## src/rtl/ps2_pkg.sv

```systemverilog
// Shared types and constants for the PS/2 keyboard receiver.
package ps2_pkg;

  typedef enum logic [1:0] {
    IDLE   = 2'd0,
    DATA   = 2'd1,
    PARITY = 2'd2,
    STOP   = 2'd3
  } ps2_state_t;

  localparam logic [7:0] PS2_BREAK_CODE = 8'hF0;
  localparam int unsigned PS2_DATA_BITS = 8;

endpackage

```

## src/rtl/ps2_controller_if.sv

```systemverilog
// Received-byte stream from the frame deserialiser to the key tracker.
interface ps2_controller_if;
  logic       byte_valid;
  logic [7:0] rx_byte;

  modport master (output byte_valid, output rx_byte);
  modport slave  (input  byte_valid, input  rx_byte);
endinterface

```

## src/rtl/ps2_frame_rx.sv

```systemverilog
// Deserialises one 11-bit PS/2 frame; pulses byte_valid on the stop-bit edge
// of a frame with odd parity and a high stop bit.
module ps2_frame_rx
  import ps2_pkg::*;
(
  input  logic                clk_i,
  input  logic                rst_ni,
  input  logic                ps2_dat_i,
  ps2_controller_if.master    rx
);

  ps2_state_t  state_q, state_d;
  logic [2:0]  cnt_q, cnt_d;
  logic [7:0]  shift_q, shift_d;
  logic        par_q, par_d;

  always_ff @(negedge clk_i or negedge rst_ni) begin
    if (!rst_ni) begin
      state_q <= IDLE;
      cnt_q   <= '0;
      shift_q <= '0;
      par_q   <= 1'b0;
    end else begin
      state_q <= state_d;
      cnt_q   <= cnt_d;
      shift_q <= shift_d;
      par_q   <= par_d;
    end
  end

  always_comb begin
    state_d       = state_q;
    cnt_d         = cnt_q;
    shift_d       = shift_q;
    par_d         = par_q;
    rx.byte_valid = 1'b0;
    rx.rx_byte    = shift_q;
    unique case (state_q)
      IDLE: begin
        if (!ps2_dat_i) begin
          state_d = DATA;
          cnt_d   = '0;
        end
      end
      DATA: begin
        shift_d[cnt_q] = ps2_dat_i;
        if (cnt_q == 3'(PS2_DATA_BITS - 1)) begin
          state_d = PARITY;
        end else begin
          cnt_d = cnt_q + 3'd1;
        end
      end
      PARITY: begin
        par_d   = ps2_dat_i;
        state_d = STOP;
      end
      STOP: begin
        // Combinational so the consumer can register the byte on this same edge.
        rx.byte_valid = ps2_dat_i & (^{shift_q, par_q});
        state_d       = IDLE;
      end
      default: state_d = IDLE;
    endcase
  end

endmodule

```

## src/rtl/ps2_controller.sv

```systemverilog
// PS/2 keyboard receiver: shows the held key's scan code, 0x00 after its break sequence.
module ps2_controller
  import ps2_pkg::*;
(
  input  logic       PS2_CLK,
  input  logic       rst,
  input  logic       PS2_DAT,
  output logic [7:0] data_out
);

  ps2_controller_if rx_bus ();

  ps2_frame_rx u_frame_rx (
    .clk_i     (PS2_CLK),
    .rst_ni    (rst),
    .ps2_dat_i (PS2_DAT),
    .rx        (rx_bus.master)
  );

  logic       brk_q, brk_d;
  logic [7:0] data_q, data_d;

  always_ff @(negedge PS2_CLK or negedge rst) begin
    if (!rst) begin
      brk_q  <= 1'b0;
      data_q <= '0;
    end else begin
      brk_q  <= brk_d;
      data_q <= data_d;
    end
  end

  always_comb begin
    brk_d  = brk_q;
    data_d = data_q;
    if (rx_bus.byte_valid) begin
      if (rx_bus.rx_byte == PS2_BREAK_CODE) begin
        brk_d  = 1'b1;
        data_d = PS2_BREAK_CODE;
      end else if (brk_q) begin
        brk_d  = 1'b0;
        data_d = '0;
      end else begin
        data_d = rx_bus.rx_byte;
      end
    end
  end

  assign data_out = data_q;

endmodule

```

## config.mk

```make
export PLATFORM = sky130hd
export DESIGN_NAME = ps2_controller
export DESIGN_NICKNAME = d
export VERILOG_FILES = /design/src/rtl/ps2_pkg.sv /design/src/rtl/ps2_controller_if.sv /design/src/rtl/ps2_frame_rx.sv /design/src/rtl/ps2_controller.sv
export SDC_FILE = /design/constraint.sdc
export NUM_CORES = 1
export LEC_CHECK = 0
export CAP_MARGIN = 20
export CORE_ASPECT_RATIO = 0.6
export CORE_MARGIN = 2
export CORE_UTILIZATION = 55
export DETAILED_ROUTE_END_ITERATION = 6
export PLACE_DENSITY_LB_ADDON = 0.05
export RECOVER_POWER = 25
export SLEW_MARGIN = 5
export SYNTH_ARGS = -nofsm -noshare
export SYNTH_HDL_FRONTEND = slang
export SYNTH_HIERARCHICAL = 1
export SYNTH_SLANG_ARGS = --single-unit
```

## constraint.sdc

```tcl
create_clock -name PS2_CLK -period 2.6 [get_ports PS2_CLK]
set_input_delay 0.52 -clock PS2_CLK [delete_from_list [all_inputs] [get_ports PS2_CLK]]
set_output_delay 0.52 -clock PS2_CLK [all_outputs]
set_load 0.1 [all_outputs]
```

======== After elaboration in Yosys (flattened, before gate mapping) ========
Index checks and enable logic that the tools add are counted.
storage, ports and cells
  register bits after elaboration ......... 23
  bits of input ports ..................... 3
  word-level logic and storage cells ...... 37
cells by class
  $add $sub $neg .......................... 1
  $lt $le $gt $ge ......................... 2
  equality and inequality tests ........... 8
  muxes and demuxes ....................... 13
  bitwise operators ....................... 1
  reduce and logical (&&, ||, !) cells .... 6
operators by type and width
  cell                                                                number
  2-to-1 mux 8 bit                                                    2
  parity 9 bit                                                        1
  bitwise mux 8 bit                                                   1
  equality test 8 bit (second input constant)                         1
  one-hot mux 2 bit (4 select lines)                                  1
  2-to-1 mux 3 bit                                                    2
  one-hot mux 3 bit (2 select lines)                                  1
  equality test 2 bit (second input constant)                         2
  less-than comparator 3 x 4 -> 1 bit (second input constant)         1
  2-to-1 mux 2 bit                                                    2
  != test 2 bit (second input constant)                               2
  adder 3 x 1 -> 3 bit (second input constant)                        1
  demux 1 bit (select 3 bit)                                          1
  equality test 3 bit (second input constant)                         1
  greater-or-equal comparator 3 x 1 -> 1 bit (second input constant)  1
  2-to-1 mux 1 bit                                                    3
  AND reduction 3 bit                                                 1
  equality test 2 x 1 -> 1 bit (second input constant)                1
  logical NOT 2 bit                                                   1
  != test 2 x 1 -> 1 bit (second input constant)                      1
  AND reduction 2 bit                                                 1
  nonzero test 2 bit                                                  1
  AND 1 bit                                                           1
  logical AND 1 bit                                                   1

======== Logic depth before layout (Yosys ltp) ========
  word-level depth ........................ 5
  mapped depth ............................ 6

======== Modules after synthesis ========
Netlist, hierarchy kept.
by module, submodules not included
  module          times used  cells each  area an instance (µm²)  seq. area each (µm²)
  ps2_frame_rx    1           70          839.6                   350.3
  ps2_controller  1           35          387.9                   225.2

==> impl_metrics.toml <==
[run_status]
status = "finished with violations"
violations = "negative setup slack"

[placement]
dp_slack_ns = -0.6800
routabilityCongestion = 0.7513
dp.final_hpwl_mm = 1.872
io_buffers = 10

[detailed_routing]
drc = 0
avgRoutedWirePerCell_um = 17.84
vias = 925
drt_iter0_drc = 51
detail-route-antenna-nets = 0
dr.pass1.iters = 4
finalWirelength_mm = 2.836
viasPerCell = 5.818

[global_routing]
grt_pass1_wl_mm = 4.353
grt_overflow_total = 0
grt_antenna_before_repair = 0
grtUsageTotal_pct = 23.97
grt_max_degree = 24
grt_pass1_vias = 876

[timing]
report.final.slew_viol_count = 0
tns_ns = -1.165
final_hold_viol_count = 0
finalSetupViolCount = 8
hold_slack_ns = 0.5221
rsz0062_at_grt = "true"
fin_ws_ns = -0.1548
tightest_slew_ns = 0.5577
fin_skew_ns = 0.001893
slew_headroom_pct = 62.82

[setup_path]
path_buf_inv = 1
max_stage_delay_ns = 0.47
worstPathCellList = "buf_12"
cp-end-kind = "output port"
crit_type = "reg -> out"
cp.required_ns = 2.08
critical-path-top-delay-family = "flip-flops"
critPathMaxFanout = 2
slowest_stage = "dfrtn_1"
critPathLaunchType = "flop"
cp.arrival_ns = 2.23

[cells_and_area]
nNetsFinal = 140
multi_input_area_um2 = 641.9
nFillCells = 136
diodes = 0
drive_gt1_share_pct = 34.88
syn_to_final_growth_pct = 30.07
seq_area_um2 = 575.6

[clock_network]
cts_tree = "built"
htreeDepth = 1
cts.path.max_buffers = 2
holdBufCountCts = 0
numCtsBuffers = 3
cts_sinks = 23
path_clk_slew_ns = 0.05
clk_latency_ns = 0.28
cts_root_buffer = "clkbuf_8"

[die]
coreArea_um2 = 2131
dieArea_um2 = 2638
ioPinCount = 11
die_h_um = 40.59
fp-row-count = 13
initial_core_util_pct = 57.60
chipWidth_um = 64.99

[yosys]
ys_seq_area_share_pct = 46.89
synth_cell_types = 31
syn_nets = 115
ys_seq_elements = 23
synthesis.area_um2 = 1227
syn_area_per_cell_um2 = 11.69
ys_warn_count = 6
syn_inst = 105

[run]
cap_viol_max_count = 0

[min_path]
min_path_type = "reg -> reg"
==> synth_stat cells, drive strengths merged <==
cell type	count	area, µm²
nor2b	5	31.28
nand4	2	18.77
clkbuf	4	16.26
mux2i	4	40.04
clkinv	1	3.750
nand4b	2	17.52
and4bb	1	12.51
a21oi	1	5.000
xnor2	2	17.52
xnor3	2	45.04
a31oi	4	25.02
mux2	10	112.6
a31o	4	35.03
nand2	6	22.52
nor3b	2	15.01
inv	3	11.26
dfrtn	23	575.6
a22oi	2	15.01
buf	1	5.000
nand2b	1	13.76
nor3	1	5.000
xor2	1	8.760
nand3b	1	7.510
o2bb2ai	3	26.28
nor2	8	30.03
nand3	2	10.01
o21ai	2	13.76
ha	7	87.58
==> through the flow <==
stage | cell area, µm² | utilization [%] | cells
floorplan | 1256 | - | 105
global placement | 1509 | 70.82 | 148
detailed placement | 1509 | 70.82 | 148
CTS | 1597 | 74.93 | 157
global route | 1597 | 74.93 | 159
finish | 1597 | 74.93 | 159
==> worst paths after layout <==
| path | slack, ns | depth (start not counted) | start | to |
|---|---|---|---|---|
| min in group asynchronous | 1.95 | 2 | rst | u_frame_rx/state_q[0] |
| worst min-delay path | 0.52 | 1 | u_frame_rx/par_q | u_frame_rx/par_q |
| worst max-delay path | -0.15 | 1 | data_out[2] | data_out[2] |
| worst min register to register | 0.52 | 1 | u_frame_rx/par_q | u_frame_rx/par_q |
| worst max register to register | 0.66 | 5 | u_frame_rx/rx.rx_byte[4] | data_out[3] |
| max in group asynchronous | 0.25 | 2 | rst | u_frame_rx/cnt_q[0] |
==> cell usage in the layout, fill, tap and decap left out, types with 2 or more instances in the layout <==
cell type   n
nand3_1     2
a22oi_1     2
buf_12      8
mux2i_1     3
nand2_1     6
xnor2_1     2
nor3b_1     2
nor2b_1     5
clkbuf_8    3
ha_1        7
a31o_2      4
xnor3_1     2
nor2_1      8
nand4b_1    2
a31oi_1     4
mux2_2     10
dfrtn_1    23
o2bb2ai_1   3
buf_4      12
inv_1       3
==> cells by family after synthesis <==
kind of cell             share of synthesized area (%)
AND/OR/NAND/NOR                                  14.98
flip-flops                                       46.89
adder cells (fa/ha/maj)                          7.135
AO/OA/AOI/OAI                                    9.785
XOR/XNOR                                         5.811
multiplexers                                     12.44
buffers and inverters                            2.955
==> metal layers <==
layer	track usage (%)	vias up	part of all wire, %
li1	-	422	-
met1	31.51	466	44
met2	40.98	31	49
met3	5.899	6	5.7
met4	6.383	0	1.3
met5	0	-	0
==> sequential cells by signal, summed over array words and instances, names as in the netlist <==
name                   cells
brk_q                      1
data_out                   8
u_frame_rx/state_q         2
u_frame_rx/cnt_q           3
u_frame_rx/par_q           1
u_frame_rx/rx.rx_byte      8
==> area by class of cell <==
type	instances	area share (%)
Multi-Input combinational cell	74	40.20
Clock buffer	4	2.821
Timing Repair Buffer	24	17.63
Inverter	4	0.9404
Tap cell	30	2.351
Sequential cell	23	36.05
==> timing repair <==
action,CTS,global route
resized for setup,5,0
pin swaps,1,0
buffers inserted,4,2
cloned,1,0
endpoints found under the setup margin,30,8
Power is not shown: default switching activity piles up to over one toggle a cycle in this logic, so the estimate is an artifact.
